===== src/rtl/iir_biquad_sequencer.sv =====
// rtl/iir_biquad_sequencer.sv - direct-form-I biquad sequencer sharing one signed MAC across five taps
// Accepts x[n], runs b0,b1,b2,-a1,-a2 products over five cycles, then rescales and saturates y[n].
module iir_biquad_sequencer #(
   parameter int DW = 16,
   parameter int CW = 18,
   parameter int CF = 16,
   parameter int GW = 3
) (
   input  logic                 clk,
   input  logic                 rst_n,
   input  logic                 in_valid,
   output logic                 in_ready,
   input  logic signed [DW-1:0] in_data,
   output logic                 out_valid,
   input  logic                 out_ready,
   output logic signed [DW-1:0] out_data,
   output logic                 out_sat,
   input  logic                 cfg_we,
   input  logic [2:0]           cfg_addr,
   input  logic signed [CW-1:0] cfg_data,
   input  logic                 hist_clr
);
   localparam int AW = DW + CW + GW;
   localparam int PW = DW + CW;
   localparam logic signed [DW-1:0] D_MAX = {1'b0, {(DW-1){1'b1}}};
   localparam logic signed [DW-1:0] D_MIN = {1'b1, {(DW-1){1'b0}}};
   localparam logic signed [AW-1:0] R_MAX = AW'(D_MAX);
   localparam logic signed [AW-1:0] R_MIN = AW'(D_MIN);

   typedef enum logic [1:0] {S_IDLE, S_MAC, S_OUT} state_t;

   state_t               state_q, state_d;
   logic [2:0]           tap_q, tap_d;
   logic signed [AW-1:0] acc_q, acc_d;
   logic signed [DW-1:0] x_q, x_d, x1_q, x1_d, x2_q, x2_d, y1_q, y1_d, y2_q, y2_d;
   logic signed [CW-1:0] coef_q [0:4];
   logic signed [CW-1:0] coef_d [0:4];
   logic                 out_valid_q, out_valid_d, out_sat_q, out_sat_d;
   logic signed [DW-1:0] out_data_q, out_data_d;

   logic signed [CW-1:0] mul_c;
   logic signed [DW-1:0] mul_d;
   logic                 mul_neg;
   logic signed [PW-1:0] prod;
   logic signed [AW-1:0] prod_ext, term, sum, r;
   logic signed [DW-1:0] sat_val;
   logic                 sat_hit;

   // Feedback taps subtract: negate the full-width product, never the stored coefficient.
   always_comb begin
      mul_c   = '0;
      mul_d   = '0;
      mul_neg = 1'b0;
      case (tap_q)
         3'd0: begin mul_c = coef_q[0]; mul_d = x_q;  end
         3'd1: begin mul_c = coef_q[1]; mul_d = x1_q; end
         3'd2: begin mul_c = coef_q[2]; mul_d = x2_q; end
         3'd3: begin mul_c = coef_q[3]; mul_d = y1_q; mul_neg = 1'b1; end
         3'd4: begin mul_c = coef_q[4]; mul_d = y2_q; mul_neg = 1'b1; end
         default: ;
      endcase
      prod     = PW'(mul_c) * PW'(mul_d);
      prod_ext = {{GW{prod[PW-1]}}, prod};
      term     = mul_neg ? -prod_ext : prod_ext;
      sum      = acc_q + term;
      r        = sum >>> CF;
      sat_hit  = 1'b1;
      if (r > R_MAX)      sat_val = D_MAX;
      else if (r < R_MIN) sat_val = D_MIN;
      else begin
         sat_val = r[DW-1:0];
         sat_hit = 1'b0;
      end
   end

   always_comb begin
      state_d     = state_q;
      tap_d       = tap_q;
      acc_d       = acc_q;
      x_d         = x_q;
      x1_d        = x1_q;
      x2_d        = x2_q;
      y1_d        = y1_q;
      y2_d        = y2_q;
      coef_d      = coef_q;
      out_valid_d = out_valid_q;
      out_data_d  = out_data_q;
      out_sat_d   = out_sat_q;
      case (state_q)
         S_IDLE: begin
            if (cfg_we && cfg_addr <= 3'd4) coef_d[cfg_addr] = cfg_data;
            if (hist_clr) begin
               x1_d = '0;
               x2_d = '0;
               y1_d = '0;
               y2_d = '0;
            end
            if (in_valid) begin
               x_d     = in_data;
               acc_d   = '0;
               tap_d   = '0;
               state_d = S_MAC;
            end
         end
         S_MAC: begin
            acc_d = sum;
            if (tap_q == 3'd4) begin
               out_data_d  = sat_val;
               out_sat_d   = sat_hit;
               out_valid_d = 1'b1;
               x2_d        = x1_q;
               x1_d        = x_q;
               y2_d        = y1_q;
               y1_d        = sat_val;
               tap_d       = '0;
               state_d     = S_OUT;
            end else begin
               tap_d = tap_q + 3'd1;
            end
         end
         S_OUT: begin
            if (out_ready) begin
               out_valid_d = 1'b0;
               state_d     = S_IDLE;
            end
         end
         default: state_d = S_IDLE;
      endcase
   end

   always_ff @(posedge clk or negedge rst_n) begin
      if (!rst_n) begin
         state_q     <= S_IDLE;
         tap_q       <= '0;
         acc_q       <= '0;
         x_q         <= '0;
         x1_q        <= '0;
         x2_q        <= '0;
         y1_q        <= '0;
         y2_q        <= '0;
         for (int i = 0; i < 5; i++) coef_q[i] <= '0;
         out_valid_q <= 1'b0;
         out_data_q  <= '0;
         out_sat_q   <= 1'b0;
      end else begin
         state_q     <= state_d;
         tap_q       <= tap_d;
         acc_q       <= acc_d;
         x_q         <= x_d;
         x1_q        <= x1_d;
         x2_q        <= x2_d;
         y1_q        <= y1_d;
         y2_q        <= y2_d;
         coef_q      <= coef_d;
         out_valid_q <= out_valid_d;
         out_data_q  <= out_data_d;
         out_sat_q   <= out_sat_d;
      end
   end

   assign in_ready  = (state_q == S_IDLE);
   assign out_valid = out_valid_q;
   assign out_data  = out_data_q;
   assign out_sat   = out_sat_q;
endmodule


===== config.mk =====
export PLATFORM = sky130hd
export DESIGN_NAME = iir_biquad_sequencer
export DESIGN_NICKNAME = d
export VERILOG_FILES = /design/src/rtl/iir_biquad_sequencer.sv
export SDC_FILE = /design/constraint.sdc
export NUM_CORES = 1
export LEC_CHECK = 0
export ABC_AREA = 1
export BUFFER_PORTS_ARGS = -buffer_cell sky130_fd_sc_hd__buf_4
export CAP_MARGIN = 20
export CORE_ASPECT_RATIO = 0.6
export CORE_UTILIZATION = 45
export DETAILED_ROUTE_END_ITERATION = 10
export SLEW_MARGIN = 15
export SYNTH_ARGS = -nofsm -noshare
export SYNTH_HDL_FRONTEND = slang
export SYNTH_SLANG_ARGS = --single-unit

===== constraint.sdc =====
create_clock -name clk -period 15 [get_ports clk]
set_clock_uncertainty 0.05 [all_clocks]
set_input_delay 3 -clock clk [delete_from_list [all_inputs] [get_ports clk]]
set_output_delay 3 -clock clk [all_outputs]
set_load 0.005 [all_outputs]

# After elaboration in Yosys (flattened, before gate mapping)
# Cells that the tools add are included.
dict set report totals {
  regBits 230
  inputBits 43
}
dict set report classes {
  n_addsub 3
  mul 1
  order_cmp 5
  eq_ne 10
  n_mux 32
  bitwise 1
  n_reduce_logical 14
}
# operator count
set ops {}
lappend ops {{16-bit one-hot mux with 2 select lines} 4}
lappend ops {{16-bit 2-to-1 mux} 7}
lappend ops {{90-bit bitwise mux} 1}
lappend ops {{18-bit one-hot mux with 5 select lines} 1}
lappend ops {{16-bit one-hot mux with 5 select lines} 1}
lappend ops {{37-bit 2-to-1 mux} 2}
lappend ops {{37-bit one-hot mux with 2 select lines} 1}
lappend ops {{18-bit demux with 3-bit select} 1}
lappend ops {{37-bit adder} 1}
lappend ops {{34-bit negator with 37-bit output} 1}
lappend ops {{18-bit by 16-bit multiplier with 34-bit output} 1}
lappend ops {{21-bit by 16-bit > comparator with 1-bit output (second input constant)} 1}
lappend ops {{21-bit by 16-bit < comparator with 1-bit output (second input constant)} 1}
lappend ops {{18-bit 2-to-1 mux} 1}
lappend ops {{3-bit AND reduction} 3}
lappend ops {{2-bit AND reduction} 4}
lappend ops {{3-bit by 2-bit equality test with 1-bit output (second input constant)} 2}
lappend ops {{2-bit 2-to-1 mux} 3}
lappend ops {{3-bit 2-to-1 mux} 2}
lappend ops {{2-bit != test (second input constant)} 3}
lappend ops {{2-bit one-hot mux with 3 select lines} 1}
lappend ops {{3-bit one-hot mux with 2 select lines} 1}
lappend ops {{1-bit 2-to-1 mux} 5}
lappend ops {{4-bit >= comparator (second input constant)} 1}
lappend ops {{other kinds (15)} 17}

# Depth between registers and ports, before layout
dict set report depth {
  depth_word 11
  depth_mapped 63
  ltp_nobuf 61
}

# Least setup slack after synthesis
# No wires, ideal clock.
dict set report synth_timing {
  path_kind {register to register}
  from {register tap_q[0]}
  to {register out_data_q[6] (netlist: out_data[6])}
  setup_time_ps 118
  arrival_ps 9594
  t_required_ps 14832
  setup_slack_ps 5238
  stages_incl_launch_ff 58
  path_buffers 4
  synth_period_minus_slack_ps 9762
  cell_sequence {dfrtp_1 > ha_1 > ha_1 > buf_4 > inv_1 > clkbuf_1 > o22ai_1 > a211oi_1 > nor2_1 > inv_1 > clkbuf_1 > nor2_1 > fa_1 > inv_1 > fa_1 > fa_1 > inv_1 > fa_1 > [22 not listed] > nand2_1 > nand2_1 > o21ai_1 > ha_1 > inv_1 > nor3_1 > inv_1 > nor4_1 > nand4_1 > nand3_1 > xor2_1 > nand3_1 > nand3b_1 > nand2_4 > buf_6 > nand2_1 > nand2_1 > nand2_1}
}
dict set report synth_via {
  elab_chain_len 9
  elab_cells_between_ends 18
  classes_between {add/sub: 2; mul: 1; order compare: 2; eq/ne: 4; mux: 6; reduce/logical: 3}
}
# item line_no
set synth_lines {}
lappend synth_lines {{start, declared} 33} ;# logic [2:0] tap_q, tap_d;
lappend synth_lines {{start signal, assigned} 147} ;# tap_q <= tap_d;
lappend synth_lines {{3-bit equality test, or another cell as far along} {54, 107}}
lappend synth_lines {{18-bit one-hot mux with 5 select lines / 16-bit one-hot mux with 5 select lines (equally long branches)} 54} ;# case (tap_q)
lappend synth_lines {{18-bit by 16-bit multiplier with 34-bit output} 62} ;# prod = PW'(mul_c) * PW'(mul_d);
lappend synth_lines {{34-bit negator with 37-bit output} 64} ;# term = mul_neg ? -prod_ext : prod_ext;
lappend synth_lines {{37-bit 2-to-1 mux} 64}
lappend synth_lines {{37-bit adder} 65} ;# sum = acc_q + term;
lappend synth_lines {{21-bit by 16-bit < comparator with 1-bit output} 69} ;# else if (r < R_MIN) sat_val = D_MIN;
lappend synth_lines {{16-bit 2-to-1 mux} 69}
lappend synth_lines {{16-bit 2-to-1 mux} 68} ;# if (r > R_MAX) sat_val = D_MAX;
lappend synth_lines {{end signal, assigned} 156} ;# out_data_q <= out_data_d;
lappend synth_lines {{end, declared} 39} ;# logic signed [DW-1:0] out_data_q, out_data_d;
# Several ways; a longest one is shown, not always the timed one.
# A chain may end at the register's enable or synchronous reset.

# Final worst setup path
dict set report layout_timing {
  from {register tap_q[0]}
  to {register out_data_q[14] (netlist: out_data[14])}
}
# The elaborated chain is that of the path after synthesis.

==> summary.txt <==
STA
  – Relative slew slack: 26.6%
  – Crit path time final: between 10,000 and 15,000 ps
  – FMAX: ~75 MHz
  – Pins Over Slew Limit: 0
  – Setup TNS: 0 ps
  – Final Setup Violations: 0
  – Fin. Hold Viols: 0
  – Pin slew with the least headroom to its limit: around 1100 ps
  – Ratio of final minimum period to clock period: 89.5%
  – RSZ-0062 raised after global routing: no

Yosys
  – Cells after Synth: 3,110
  – Post-synth top cells: nand2_1 (741), inv_1 (623), nor2_1 (320)
  – Post-Syn Nets: 3,573
  – Async S/R FF share, synth: 100%
  – Synth cell types: 53
  – Sequential fraction of the synthesis area: 23.7%
  – Post-Syn Area per Cell: 7.81 sq um
  – Cell taking the most area after synthesis: fa_1
  – Post-synth EDFFs: 0
  – Top cells by area, synth: fa_1 (24%), dfrtp_1 (24%), nand2_1 (11%), inv_1 (9.6%), ha_1 (6.6%)
  – Synth top area share: 24.0%
  – Synth Cell Area: between 20,000 and 25,000 sq um
  – Top_reg_cell synth: dfrtp_1
  – Most frequent cell after synthesis: nand2_1
  – Ys Warns: 0
  – Synth Register Bits: 230

Die
  – Cell Rows: 65
  – Initial core utilization: between 40% and 50%
  – Die ar.: 54,900 sq um
  – Die W: a little over 300 um
  – Die height: 182 um
  – Io pins: 62
  – Area of the core: 52,900 sq um

CTS
  – Worst-skew pair later-pin latency: 580 ps
  – CTS tree: built
  – Postcts setup bufs: 0
  – Reg clk slew, reported paths: 60 ps
  – Cts hold-fix bufs: 0
  – CTS Root Cell: clkbuf_16
  – CTS Buf Count: 26
  – Clock sinks: 230
  – Post-CTS resize count: 0
  – H-tree depth: 1
  – Longest Clk Path Bufs: 3

Worst setup path
  – Worst path arrival time: 13,830 ps
  – Worst-path fanout max: 23
  – Worst Setup SP: tap_q[0]
  – CP max-delay cell: a21boi_1
  – Crit path kind: flip-flop to flip-flop
  – Critical Path End Type: flip-flop
  – Crit-path most repeated cell: nand2_1
  – CP startpoint kind: flip-flop
  – Crit-path max cell delay: a little under 900 ps
  – R2r startpoint: tap_q[0]
  – Worst EP required: 15,410 ps

Flow run
  – Max Cap Viol: 0

Place
  – Hpwl dp: between 60,000 and 70,000 um
  – Placer Congestion: 1.07
  – Input/output buffers: 61

Drt
  – DR top layer: met4
  – Vias post-DR: ~21,000
  – Vias per cell: between 5 and 6
  – Initial drt markers: 2,482
  – WL/cell: 21.2 um
  – DR WL met3: 10,500 um
  – Drt drc: 0
  – Detail Route Antenna Nets: 0
  – WL met2: 29,800 um
  – Post-Route WL: 82,400 um
  – Detailed Routing Iterations Pass 1: 6
  – M1 WL: slightly above 40,000 um

Global route
  – Vias in the first global route: roughly 21,000
  – GRT Resource Usage Total: 31.0%
  – Initial antenna violation count: 1
  – Largest net degree at the start of global routing: 83
  – First-pass GRT wire length: 128,000 um
  – Global route overflow: 0

Finish
  – Final nets: 3,639
  – Diodes inserted: 0
  – Share of cells above drive strength 1: 6.61%
  – Area Overhead vs Synth: 9.68%

Min path
  – Hold_sp: coef_q[40]
  – Min-Delay Path Class: flip-flop to flip-flop

Status
  – Status: complete, no violations
==> layout make-up <==
| class | count | area (sq um) |
|---|---|---|
| Timing Repair Buffer | 109 | 866 |
| Multi-Input combinational cell | 2168 | 15800 |
| Fill cell | 5188 | 26300 |
| Clock buffer | 36 | 718 |
| Tap cell | 703 | 880 |
| Clock inverter | 7 | 163 |
| Sequential cell | 230 | 5760 |
| Inverter | 641 | 2410 |
==> placed cells by master (no fill, tap or decap), types with 17 or more instances in the layout <==
cell type and n:
a21oi_1 88, a221oi_1 17, a22o_1 33, buf_4 106, clkbuf_16 26, dfrtp_1 230, fa_1 291, ha_1 129
inv_1 622, nand2_1 741, nand3_1 49, nand4_1 28, nor2_1 320, nor2_2 21, nor3_1 19, o21ai_0 151
o22ai_1 79, xnor2_1 29, xor2_1 52
==> layer usage <==
| metal | up-vias | GRT usage, % |
|---|---|---|
| met5 | - | 0 |
| met4 | 0 | 4.36 |
| met3 | 81 | 10.4 |
| met2 | 1050 | 39.0 |
| met1 | 10500 | 50.7 |
| li1 | 9747 | - |
==> registers in the layout, summed over array words and instances (netlist names), 3 cells and up <==
name,cells
x2_q,16
tap_q,3
x1_q,16
acc_q,37
coef_q,90
y1_q,16
y2_q,16
x_q,16
out_data,16
==> logic make-up (layout without fill, tap and decap cells) <==
logic type	count (synthesis)	after routing	share of synthesized area [%]
buf+inv	712	793	11.1
flops	230	230	23.7
simple gates	1231	1231	20.8
fa+ha+maj	420	420	30.6
compound gates	436	436	10.8
xor+xnor	81	81	2.92
==> critical path: cells and delay by family, from the launching register on <==
kind / cells / cell delay (ps)
buffers and inverters: 9 / 1330
XOR/XNOR: 1 / 250
AO/OA/AOI/OAI: 5 / 1720
AND/OR/NAND/NOR: 29 / 5570
flip-flops: 1 / 380
adder cells (fa/ha/maj): 9 / 3970
==> final timing paths <==
kind                           endpoint  depth (start not counted)  slack (ps)
min in group asynchronous     coef_q[6]                          1        2330
hold reg to reg              coef_q[40]                          2         430
hold / removal               coef_q[40]                          2         430
setup / recovery           out_data[14]                         53        1580
setup reg to reg           out_data[14]                         53        1580
max in group asynchronous      acc_q[5]                          2       11080
==> per-stage QoR <==
step | setup WS (ps) | util (%) | cells | instance area [sq um] | hold WS (ps)
final | 1580 | 50.3 | 3894 | 26600 | 429
after floorplan | 5240 | - | 3110 | 24300 | 398
after global routing | 951 | 50.3 | 3894 | 26600 | 443
after global placement | 2090 | 48.5 | 3849 | 25700 | 415
after detailed placement | 2170 | 48.6 | 3850 | 25700 | 419
after CTS | 2080 | 50.3 | 3893 | 26600 | 433
Power is not shown: default switching activity piles up to over one toggle a cycle in this logic, so the estimate is an artifact.
